$ cat src/rtl/mem_pkg.sv
// Shared encodings for the memory stage: funct3 access widths, writeback select, FSM states.
// Also holds the store byte-enable rule so lane logic lives in one place.
package mem_pkg;

  localparam logic [2:0] F3_B  = 3'b000;
  localparam logic [2:0] F3_H  = 3'b001;
  localparam logic [2:0] F3_W  = 3'b010;
  localparam logic [2:0] F3_BU = 3'b100;
  localparam logic [2:0] F3_HU = 3'b101;

  localparam logic [1:0] RES_ALU  = 2'b00;
  localparam logic [1:0] RES_LOAD = 2'b01;
  localparam logic [1:0] RES_PC4  = 2'b10;
  localparam logic [1:0] RES_IMM  = 2'b11;

  typedef enum logic [1:0] {
    ST_IDLE = 2'd0,
    ST_BUSY = 2'd1,
    ST_DONE = 2'd2
  } mem_state_t;

  // Half-word stores ignore lo[0]; anything other than B/H is a full word.
  function automatic logic [3:0] store_be(input logic [2:0] f3, input logic [1:0] lo);
    case (f3)
      F3_B:    store_be = 4'b0001 << lo;
      F3_H:    store_be = lo[1] ? 4'b1100 : 4'b0011;
      default: store_be = 4'b1111;
    endcase
  endfunction

endpackage

$ cat src/rtl/mem_stage_if.sv
// Data-memory req/ack bus: one outstanding request, ack is a one-cycle pulse with rdata valid.
// Request side holds all fields stable until ack.
interface mem_stage_if #(
  parameter int DATA_WIDTH     = 32,
  parameter int MEM_ADDR_WIDTH = 17
);
  logic                      memReq;
  logic                      memWe;
  logic [MEM_ADDR_WIDTH-1:0] memAddr;
  logic [3:0]                memBe;
  logic [DATA_WIDTH-1:0]     memWdata;
  logic [DATA_WIDTH-1:0]     memRdata;
  logic                      memAck;

  modport master (
    output memReq, memWe, memAddr, memBe, memWdata,
    input  memRdata, memAck
  );

  modport slave (
    input  memReq, memWe, memAddr, memBe, memWdata,
    output memRdata, memAck
  );
endinterface

$ cat src/rtl/load_align.sv
// Load lane select and sign/zero extension; purely combinational.
// Unknown funct3 codes fall through to a full-word load.
module load_align
  import mem_pkg::*;
#(
  parameter int DATA_WIDTH = 32
) (
  input  logic [DATA_WIDTH-1:0] rdata,
  input  logic [1:0]            lo,
  input  logic [2:0]            ctrl,
  output logic [DATA_WIDTH-1:0] data
);

  logic [7:0]  lane_b;
  logic [15:0] lane_h;

  always_comb begin
    case (lo)
      2'd0:    lane_b = rdata[7:0];
      2'd1:    lane_b = rdata[15:8];
      2'd2:    lane_b = rdata[23:16];
      default: lane_b = rdata[31:24];
    endcase
    lane_h = lo[1] ? rdata[31:16] : rdata[15:0];
  end

  always_comb begin
    case (ctrl)
      F3_B:    data = {{(DATA_WIDTH-8){lane_b[7]}}, lane_b};
      F3_BU:   data = {{(DATA_WIDTH-8){1'b0}}, lane_b};
      F3_H:    data = {{(DATA_WIDTH-16){lane_h[15]}}, lane_h};
      F3_HU:   data = {{(DATA_WIDTH-16){1'b0}}, lane_h};
      default: data = rdata;
    endcase
  end

endmodule

$ cat src/rtl/mem_stage.sv
// RV32 memory stage: issues one req/ack access per load/store and fills the M/W register.
// Memory ops take 3 cycles plus ack wait; stallM freezes execute until the DONE cycle.
module mem_stage
  import mem_pkg::*;
#(
  parameter int DATA_WIDTH     = 32,
  parameter int ROM_WIDTH      = 12,
  parameter int RF_WIDTH       = 5,
  parameter int MEM_ADDR_WIDTH = 17
) (
  input  logic                  clk,
  input  logic                  rst,
  input  logic                  regWriteM,
  input  logic                  memWriteM,
  input  logic [1:0]            resultSelM,
  input  logic [2:0]            memCtrlM,
  input  logic [DATA_WIDTH-1:0] aluResultM,
  input  logic [DATA_WIDTH-1:0] memDinM,
  input  logic [RF_WIDTH-1:0]   regAddr3M,
  input  logic [ROM_WIDTH-1:0]  pcM,
  input  logic [DATA_WIDTH-1:0] immExtM,
  mem_stage_if.master           mem_bus,
  output logic                  stallM,
  output logic                  regWriteW,
  output logic [1:0]            resultSelW,
  output logic [DATA_WIDTH-1:0] aluResultW,
  output logic [DATA_WIDTH-1:0] readDataW,
  output logic [DATA_WIDTH-1:0] immExtW,
  output logic [RF_WIDTH-1:0]   regAddr3W,
  output logic [ROM_WIDTH-1:0]  pcW
);

  mem_state_t state, state_nx;
  logic       mem_op;
  logic       start;
  logic       finish;

  logic                      req_q;
  logic                      we_q;
  logic [MEM_ADDR_WIDTH-1:0] addr_q;
  logic [3:0]                be_q;
  logic [DATA_WIDTH-1:0]     wdata_q;
  logic [1:0]                lo_q;
  logic [2:0]                ctrl_q;
  logic [DATA_WIDTH-1:0]     hold_q;
  logic [DATA_WIDTH-1:0]     store_data;
  logic [DATA_WIDTH-1:0]     load_data;

  assign mem_op = memWriteM | (resultSelM == RES_LOAD);
  assign stallM = mem_op & (state != ST_DONE);

  always_ff @(posedge clk or posedge rst) begin
    if (rst) state <= ST_IDLE;
    else     state <= state_nx;
  end

  always_comb begin
    state_nx = state;
    start    = 1'b0;
    finish   = 1'b0;
    case (state)
      ST_IDLE: begin
        if (mem_op) begin
          state_nx = ST_BUSY;
          start    = 1'b1;
        end
      end
      ST_BUSY: begin
        if (mem_bus.memAck) begin
          state_nx = ST_DONE;
          finish   = 1'b1;
        end
      end
      ST_DONE: state_nx = ST_IDLE;
      default: state_nx = ST_IDLE;
    endcase
  end

  always_comb begin
    case (memCtrlM)
      F3_B:    store_data = {4{memDinM[7:0]}};
      F3_H:    store_data = {2{memDinM[15:0]}};
      default: store_data = memDinM;
    endcase
  end

  // Lane info is captured with the request so alignment never depends on M inputs after issue.
  load_align #(.DATA_WIDTH(DATA_WIDTH)) u_load_align (
    .rdata (mem_bus.memRdata),
    .lo    (lo_q),
    .ctrl  (ctrl_q),
    .data  (load_data)
  );

  always_ff @(posedge clk or posedge rst) begin
    if (rst) begin
      req_q   <= 1'b0;
      we_q    <= 1'b0;
      addr_q  <= '0;
      be_q    <= '0;
      wdata_q <= '0;
      lo_q    <= '0;
      ctrl_q  <= '0;
      hold_q  <= '0;
    end else if (start) begin
      req_q   <= 1'b1;
      we_q    <= memWriteM;
      addr_q  <= {aluResultM[MEM_ADDR_WIDTH-1:2], 2'b00};
      be_q    <= memWriteM ? store_be(memCtrlM, aluResultM[1:0]) : 4'b1111;
      wdata_q <= store_data;
      lo_q    <= aluResultM[1:0];
      ctrl_q  <= memCtrlM;
    end else if (finish) begin
      req_q   <= 1'b0;
      we_q    <= 1'b0;
      hold_q  <= load_data;
    end
  end

  assign mem_bus.memReq   = req_q;
  assign mem_bus.memWe    = we_q;
  assign mem_bus.memAddr  = addr_q;
  assign mem_bus.memBe    = be_q;
  assign mem_bus.memWdata = wdata_q;

  always_ff @(posedge clk or posedge rst) begin
    if (rst) begin
      regWriteW  <= 1'b0;
      resultSelW <= '0;
      aluResultW <= '0;
      readDataW  <= '0;
      immExtW    <= '0;
      regAddr3W  <= '0;
      pcW        <= '0;
    end else if (!stallM) begin
      regWriteW  <= regWriteM;
      resultSelW <= resultSelM;
      aluResultW <= aluResultM;
      readDataW  <= hold_q;
      immExtW    <= immExtM;
      regAddr3W  <= regAddr3M;
      pcW        <= pcM;
    end
  end

endmodule

$ cat src/flat_wrapper.sv
// flat-port wrapper written by rule: the top's interface ports become plain ports
module mem_stage_flat import mem_pkg::*;
#(
  parameter int DATA_WIDTH     = 32,
  parameter int ROM_WIDTH      = 12,
  parameter int RF_WIDTH       = 5,
  parameter int MEM_ADDR_WIDTH = 17
)
  (clk, rst, regWriteM, memWriteM, resultSelM, memCtrlM, aluResultM, memDinM, regAddr3M, pcM, immExtM, stallM, regWriteW, resultSelW, aluResultW, readDataW, immExtW, regAddr3W, pcW, mem_bus_memReq, mem_bus_memWe, mem_bus_memAddr, mem_bus_memBe, mem_bus_memWdata, mem_bus_memRdata, mem_bus_memAck);
  mem_stage_if #(.DATA_WIDTH(DATA_WIDTH), .MEM_ADDR_WIDTH(MEM_ADDR_WIDTH)) mem_bus_i ();
  input  logic clk;
  input  logic rst;
  input  logic regWriteM;
  input  logic memWriteM;
  input  logic [1:0] resultSelM;
  input  logic [2:0] memCtrlM;
  input  logic [DATA_WIDTH-1:0] aluResultM;
  input  logic [DATA_WIDTH-1:0] memDinM;
  input  logic [RF_WIDTH-1:0] regAddr3M;
  input  logic [ROM_WIDTH-1:0] pcM;
  input  logic [DATA_WIDTH-1:0] immExtM;
  output logic stallM;
  output logic regWriteW;
  output logic [1:0] resultSelW;
  output logic [DATA_WIDTH-1:0] aluResultW;
  output logic [DATA_WIDTH-1:0] readDataW;
  output logic [DATA_WIDTH-1:0] immExtW;
  output logic [RF_WIDTH-1:0] regAddr3W;
  output logic [ROM_WIDTH-1:0] pcW;
  output wire logic [$bits(mem_bus_i.memReq)-1:0] mem_bus_memReq;
  output wire logic [$bits(mem_bus_i.memWe)-1:0] mem_bus_memWe;
  output wire logic [$bits(mem_bus_i.memAddr)-1:0] mem_bus_memAddr;
  output wire logic [$bits(mem_bus_i.memBe)-1:0] mem_bus_memBe;
  output wire logic [$bits(mem_bus_i.memWdata)-1:0] mem_bus_memWdata;
  input wire logic [$bits(mem_bus_i.memRdata)-1:0] mem_bus_memRdata;
  input wire logic [$bits(mem_bus_i.memAck)-1:0] mem_bus_memAck;
  assign mem_bus_memReq = mem_bus_i.memReq;
  assign mem_bus_memWe = mem_bus_i.memWe;
  assign mem_bus_memAddr = mem_bus_i.memAddr;
  assign mem_bus_memBe = mem_bus_i.memBe;
  assign mem_bus_memWdata = mem_bus_i.memWdata;
  assign mem_bus_i.memRdata = mem_bus_memRdata;
  assign mem_bus_i.memAck = mem_bus_memAck;
  mem_stage #(.DATA_WIDTH(DATA_WIDTH), .ROM_WIDTH(ROM_WIDTH), .RF_WIDTH(RF_WIDTH), .MEM_ADDR_WIDTH(MEM_ADDR_WIDTH)) u_core (.clk(clk), .rst(rst), .regWriteM(regWriteM), .memWriteM(memWriteM), .resultSelM(resultSelM), .memCtrlM(memCtrlM), .aluResultM(aluResultM), .memDinM(memDinM), .regAddr3M(regAddr3M), .pcM(pcM), .immExtM(immExtM), .mem_bus(mem_bus_i), .stallM(stallM), .regWriteW(regWriteW), .resultSelW(resultSelW), .aluResultW(aluResultW), .readDataW(readDataW), .immExtW(immExtW), .regAddr3W(regAddr3W), .pcW(pcW));
endmodule
$ cat config.mk
export PLATFORM = sky130hd
export DESIGN_NAME = mem_stage_flat
export DESIGN_NICKNAME = d
export VERILOG_FILES = /design/src/rtl/mem_pkg.sv /design/src/rtl/mem_stage_if.sv /design/src/rtl/load_align.sv /design/src/rtl/mem_stage.sv /design/src/flat_wrapper.sv
export SDC_FILE = /design/constraint.sdc
export NUM_CORES = 1
export LEC_CHECK = 0
export ABC_AREA = 1
export BUFFER_PORTS_ARGS = -buffer_cell sky130_fd_sc_hd__buf_2
export CAP_MARGIN = 20
export CORE_MARGIN = 2
export CORE_UTILIZATION = 45
export DETAILED_ROUTE_END_ITERATION = 12
export HOLD_SLACK_MARGIN = 0.05
export PLACE_DENSITY = 0.71
export SLEW_MARGIN = 20
export SYNTH_ARGS = -nofsm -noshare
export SYNTH_HDL_FRONTEND = slang
export SYNTH_HIERARCHICAL = 1
export SYNTH_SLANG_ARGS = --single-unit
export TNS_END_PERCENT = 10
$ cat constraint.sdc
create_clock -name clk -period 17.5 [get_ports clk]
set_clock_uncertainty 0.15 [all_clocks]
set_input_delay 0.875 -clock clk [delete_from_list [all_inputs] [get_ports clk]]
set_output_delay 0.875 -clock clk [all_outputs]
set_load 0.005 [all_outputs]
== Word-level counts from Yosys, hierarchy flattened ==
Index checks and enable logic that the tools add are counted.

* Register bits: 208
* Input port bits: 155
* Output and inout bits: 172

* Equality and inequality tests: 11
* Shift-type cells: 1
* Multiplexer cells: 17
* Bitwise operators: 3
* Reduce and logical (&&, ||, !) cells: 7

{| class="wikitable"
|+ Operators by type and width
! cell !! number
|-
| case mux 32 bit (4 select lines) || 1
|-
| case mux 32 bit (2 select lines) || 1
|-
| case mux 8 bit (3 select lines) || 1
|-
| two-way mux 16 bit || 1
|-
| two-way mux 4 bit || 2
|-
| case mux 4 bit (2 select lines) || 1
|-
| two-way mux 1 bit || 7
|-
| equality test 2 x 1 -> 1 bit (second input constant) || 3
|-
| equality test 3 x 1 -> 1 bit (second input constant) || 2
|-
| equality test 3 bit (second input constant) || 2
|-
| logical NOT 3 bit || 2
|-
| logical NOT 2 bit || 2
|-
| two-way mux 2 bit || 2
|-
| != test 2 bit (second input constant) || 2
|-
| case mux 2 bit (2 select lines) || 1
|-
| AND reduction 2 bit || 2
|-
| left shift 1 x 2 -> 4 bit (first input constant) || 1
|-
| equality test 2 bit (second input constant) || 1
|-
| != test 2 x 1 -> 1 bit (second input constant) || 1
|-
| nonzero test 2 bit || 1
|-
| bitwise AND 1 bit || 1
|-
| NOT 1 bit || 1
|-
| bitwise OR 1 bit || 1
|}

== Logic depth before layout (Yosys ltp) ==
* Depth in word-level cells: 6
* Mapped depth: 10

== By module ==
The synthesis kept the hierarchy.

{| class="wikitable"
|+ By module, submodules not included
! module !! times used !! cells an instance !! area an instance (um2) !! seq. area each (um2)
|-
| mem_stage || 1 || 957 || 8281.7 || 5205.0
|-
| load_align || 1 || 192 || 895.9 || 0.0
|}

== Least setup slack after synthesis ==
No wires, ideal clock.

* Kind: input to output
* From: in resultSelM[1]
* To: out stallM
* Arrival: 1.473 ns
* Slack: 15.002 ns
* Cell stages on the path: 7
* Path through: inv_1 nand2_1 nand2_1 o21ai_1 buf_4 inv_4 buf_2

* Longest elaborated chain between the ends: 3

{| class="wikitable"
|+ Ends and longest elaborated chain
! item !! RTL line !! RTL
|-
| from (decl) || flat_wrapper.sv:15 || <nowiki>input logic [1:0] resultSelM;</nowiki>
|-
| equality test 2 x 1 -> 1 bit || mem_stage.sv:49 || <nowiki>assign mem_op = memWriteM | (resultSelM == RES_LOAD);</nowiki>
|-
| bitwise OR 1 bit || mem_stage.sv:49 ||
|-
| bitwise AND 1 bit || mem_stage.sv:50 || <nowiki>assign stallM = mem_op & (state != ST_DONE);</nowiki>
|-
| to (decl) || flat_wrapper.sv:22 || <nowiki>output logic stallM;</nowiki>
|}

Every way passes these cells.

== Worst setup path in the final report ==
Same ends and word-level chain as after synthesis.

==> results.md <==
- The run finished with clean final reports.
- The switching power is around 0.00069 W.
- Measured along the y axis, the die boundary spans ~150 µm.
- After detailed routing, the total wire length is 24,900 µm.
- Once routing completed, OpenROAD measured the worst setup slack at 14.46 ns.
- The number of ports placed on the die boundary is ~330.
- Setup repair after global routing left no endpoint under its margin.
- The element type at the critical path start is an input pin.
- The routing usage on met1 is 0.311.
- The number of buffers inserted during clock tree synthesis is 23.
- The startpoint of the worst register-to-register path is u_core/lo_q[1]$_DFFE_PP0P_.
- Of the cells placed in the final design, the portion with a size suffix greater than 1 is 0.266.
- The wire length of the first global-routing pass is 40,300 µm.
- By area the synthesized netlist is led by sky130_fd_sc_hd__dfrtp_1 (57%), sky130_fd_sc_hd__nand2_1 (25%), sky130_fd_sc_hd__nand3_1 (3.9%), sky130_fd_sc_hd__o21ai_0 (3.3%), sky130_fd_sc_hd__nor2_1 (2.8%).
- The power share of the sequential group is 0.416.
- The number of global-route vias before repair is approximately 7,900.
- Headroom to the max-slew limit came out at 0.314.
- The number of vias in the routed layout is about 8,400.
- The overall track demand over capacity in global routing is 0.228.
- Buffers inserted to repair hold after CTS numbered 0.
- The internal power of the cells totals 0.00121 W.
- Once detail routing completed, the nets flagged for antenna violations numbered 0.
- The root buffer cell chosen for the clock tree is sky130_fd_sc_hd__clkbuf_16.
- For this design, the sink count on the clock tree is 208.
- The kind of end point of the critical path is an output port.
- The cell with the largest stage delay on the worst path is sky130_fd_sc_hd__inv_4.
- The maximum operating frequency is around 330 MHz.
- The number of register bits inferred by synthesis is approximately 210.
- The end of the worst register-to-register path is u_core/hold_q[9]$_DFFE_PP0P_.
- The HPWL reported at the end of detailed placement is 17,200 µm.
- The end of the critical path is stallM.
- The final design instance area without fill is ~0.012 mm².
- The share of synthesized area in the top cell type comes to 0.567.
- The peak-usage layer in the global routing report is met2.
- After the last flow step, the layout net total stands at 1,598.
- Walking the worst path, the cells encountered are buf_2 > inv_1 > nand2_1 > nand2_1 > o21ai_4 > inv_4 > buf_2.
- 0 antenna diodes ended up in the layout.
- At the pin with the least slew margin, the transition time is about 1.0 ns.
- The die is 147 µm wide.
- The share of total power dissipated in combinational logic is 0.337.
- The post-route setup TNS is 0 ns.
- The number of buffers and inverters on the critical path is 4.
- The most critical setup path has its startpoint at resultSelM[1].
- The leakage power figure is around 6.7 nW.
- The critical path depth in cells is 7.
- Across the run, the number of max-cap violations was 0.
- The initial detailed-routing violation count is between 600 and 700.
- The most area-hungry cell type in the Yosys netlist is sky130_fd_sc_hd__dfrtp_1.
- The floorplan has 52 rows.
- The post-cts resize count is 0.
- The cell count after synthesis came out at between 1,000 and 1,500.
- The worst-case IR drop observed on VDD is just under 0.09 mV.
- The floorplan die area is between 0.02 and 0.025 mm².
- The largest buffer count on any clock path is 3.
- The summed instance area of the synthesized netlist is just over 0.009 mm².
- The number of pins exceeding their max-slew limit in the final report came to 0.
- After filler insertion, the fill cell instance count of the layout stands at around 1,800.
- The placement-stage cell area is roughly 0.011 mm².
- The worst reg-to-reg setup slack is roughly 15 ns.
- The maximum number of pins on one net before global-route repair is approximately 140.
- Data on the critical path arrives at its endpoint at about 2.0 ns.
- The average instance area after synthesis is between 7 and 8 µm².
- The met2 track demand over resource is 0.363.
- The count of TritonRoute iterations in the first routing pass is 5.
- The worst slack after detailed placement is around 14 ns.
- The count of cell types in the netlist is 24.
- The count of cells along the worst register-to-register path is 8.
- The later pin in the worst-skew pair is clocked with a latency of 0.50 ns.
- The predominant post-synthesis flop cell is sky130_fd_sc_hd__dfrtp_1.
- The initial antenna violation count is 0.
- The post-route fraction of the period consumed by the critical path is 0.174.
- The worst endpoint required time is 16.48 ns.
- In this design, the stage delay of the slowest critical-path cell is 0.40 ns.
- Compared with the post-synthesis result, the final layout area differs by 26.0%.
- Routability-driven placement finished with a final weighted congestion of 0.916.
- The share of total power dissipated in the clock network is 0.247.
- The final-report hold violation count was 0.
- The initial utilization of the core area, before any placement, comes to 0.456.
- The number of buffers added for setup after CTS is 0.
- Setup violations remaining at the end of the flow were counted as 0.
- Of the synthesized area, sequential elements account for 0.567.
- The DRC violation count after routing is 0.
- The switching part of the total is 0.363.
- The clock period minus final worst setup slack is between 3 and 4 ns.
- The total of warnings raised by yosys is 6.
- The share of async-settable or async-resettable flops after synthesis is 1.00.
- The register area is approximately 0.0052 mm².
- The met3 track utilization from global routing is 0.0503.
- The post-detailed-route wirelength per cell is around 14 µm.
- In this run the worst hold path is classified as register to register.
- Dividing total power by cell area gives a power density of around 160 mW/mm².
- The clock-pin slew reported for the worst setup and hold paths after clock tree synthesis is 0.05 ns.
- The cell class contributing the biggest share of worst-path delay is buffers and inverters.
- The H-tree depth reported by CTS is 1.
- Dividing the detail-routed via count by the number of cells gives 4.86.
- By count the netlist is led by sky130_fd_sc_hd__nand2_1 (603), sky130_fd_sc_hd__dfrtp_1 (208), sky130_fd_sc_hd__nand3_1 (71).
- The CTS tree is built.
- The footprint of the multi-input gates is 0.00345 mm².
- The critical setup path kind is input pin to output port.
- The remaining global-route overflow is 0.
- Among all cell types in the netlist, the one instantiated most often is sky130_fd_sc_hd__nand2_1.
- Counting flops with a built-in enable in the synthesized netlist gives 0.
- Buffers placed on the I/O ports in this run total 324.
- The floorplan step defined a core boundary enclosing around 0.02 mm².
- The highest fanout seen on the critical path is just under 60.
-- per-stage QoR --
stage	power, W	utilization	std cells	hold WS [ns]
CTS	0.00192	0.575	1727	0.318
detailed placement	0.00144	0.538	1688	0.303
global route	0.00205	0.575	1727	0.337
global placement	0.00142	0.538	1688	0.299
finish	0.00190	0.575	1727	0.312
floorplan	0.00118	-	1150	0.299
-- state kept, by name, indices dropped and copies added (netlist names), 3 cells and up --
name	cells
u_core/immExtW	32
u_core/regAddr3W	5
u_core/hold_q	32
u_core/mem_bus.memAddr	15
u_core/mem_bus.memWdata	32
u_core/mem_bus.memBe	4
u_core/pcW	12
u_core/readDataW	32
u_core/ctrl_q	3
u_core/aluResultW	32
-- cell usage in the layout, fill, tap and decap left out, types with 2 or more instances in the layout --
cell	n
sky130_fd_sc_hd__buf_2	324
sky130_fd_sc_hd__nor2_1	68
sky130_fd_sc_hd__nor2_4	2
sky130_fd_sc_hd__nand4_1	8
sky130_fd_sc_hd__nand3_2	4
sky130_fd_sc_hd__clkbuf_16	23
sky130_fd_sc_hd__clkinvlp_4	2
sky130_fd_sc_hd__clkbuf_1	4
sky130_fd_sc_hd__nand2_1	602
sky130_fd_sc_hd__o211ai_1	3
sky130_fd_sc_hd__o21ai_1	8
sky130_fd_sc_hd__nand3_1	71
sky130_fd_sc_hd__clkbuf_8	7
sky130_fd_sc_hd__inv_1	32
sky130_fd_sc_hd__o21ai_0	61
sky130_fd_sc_hd__a21oi_1	2
sky130_fd_sc_hd__conb_1	2
sky130_fd_sc_hd__nand2_2	4
sky130_fd_sc_hd__inv_2	7
sky130_fd_sc_hd__buf_4	5
sky130_fd_sc_hd__dfrtp_1	207
-- worst min-delay path, cell delays in order (launching register included) --
cell and delay, ns:
sky130_fd_sc_hd__dfrtp_1 0.33, sky130_fd_sc_hd__nand2_1 0.05, sky130_fd_sc_hd__nand2_1 0.05
-- layer usage --
metal | wire length (µm) | vias to the layer above
li1 | - | 4155
met1 | 10600 | 3844
met2 | 11700 | 343
met3 | 1990 | 50
met4 | 690 | 0
met5 | 0 | -
-- worst min-delay path by stage --
stage	from	to	slack, ns	depth (start not counted)
3_3_place_gp	u_core/pcW[4]$_DFFE_PP0N_	u_core/pcW[4]$_DFFE_PP0N_	0.30	2
5_1_grt	u_core/readDataW[22]$_DFFE_PP0N_	u_core/readDataW[22]$_DFFE_PP0N_	0.34	2
3_5_place_dp	u_core/immExtW[20]$_DFFE_PP0N_	u_core/immExtW[20]$_DFFE_PP0N_	0.30	2
2_1_floorplan	u_core/hold_q[15]$_DFFE_PP0P_	u_core/hold_q[15]$_DFFE_PP0P_	0.30	2
6_report	u_core/immExtW[25]$_DFFE_PP0N_	u_core/immExtW[25]$_DFFE_PP0N_	0.31	2
4_1_cts	u_core/immExtW[25]$_DFFE_PP0N_	u_core/immExtW[25]$_DFFE_PP0N_	0.32	2
-- power by group through the flow --
stage | clock network (W) | logic (W) | registers (W)
after detailed placement | 0 | 0.000647 | 0.000794
final | 0.000470 | 0.000640 | 0.000789
after global placement | 0 | 0.000632 | 0.000790
after CTS | 0.000483 | 0.000649 | 0.000789
after global routing | 0.000504 | 0.000730 | 0.000814
after floorplan | 0 | 0.000393 | 0.000784
-- layout make-up --
type                       instances  share of cell area
sequential                       208               0.450
inverter                          41              0.0142
timing repair buffer             329               0.143
tap                              270              0.0292
clock inverter                     5             0.00509
clock buffer                      34              0.0594
multi-input combinational        840               0.298
-- cell families after synthesis --
| family | synth area share |
|---|---|
| flops | 0.567 |
| other cells | 0.000409 |
| buf+inv | 0.0588 |
| simple gates | 0.332 |
| compound gates | 0.0417 |
Power figures use the tool's default switching activity.
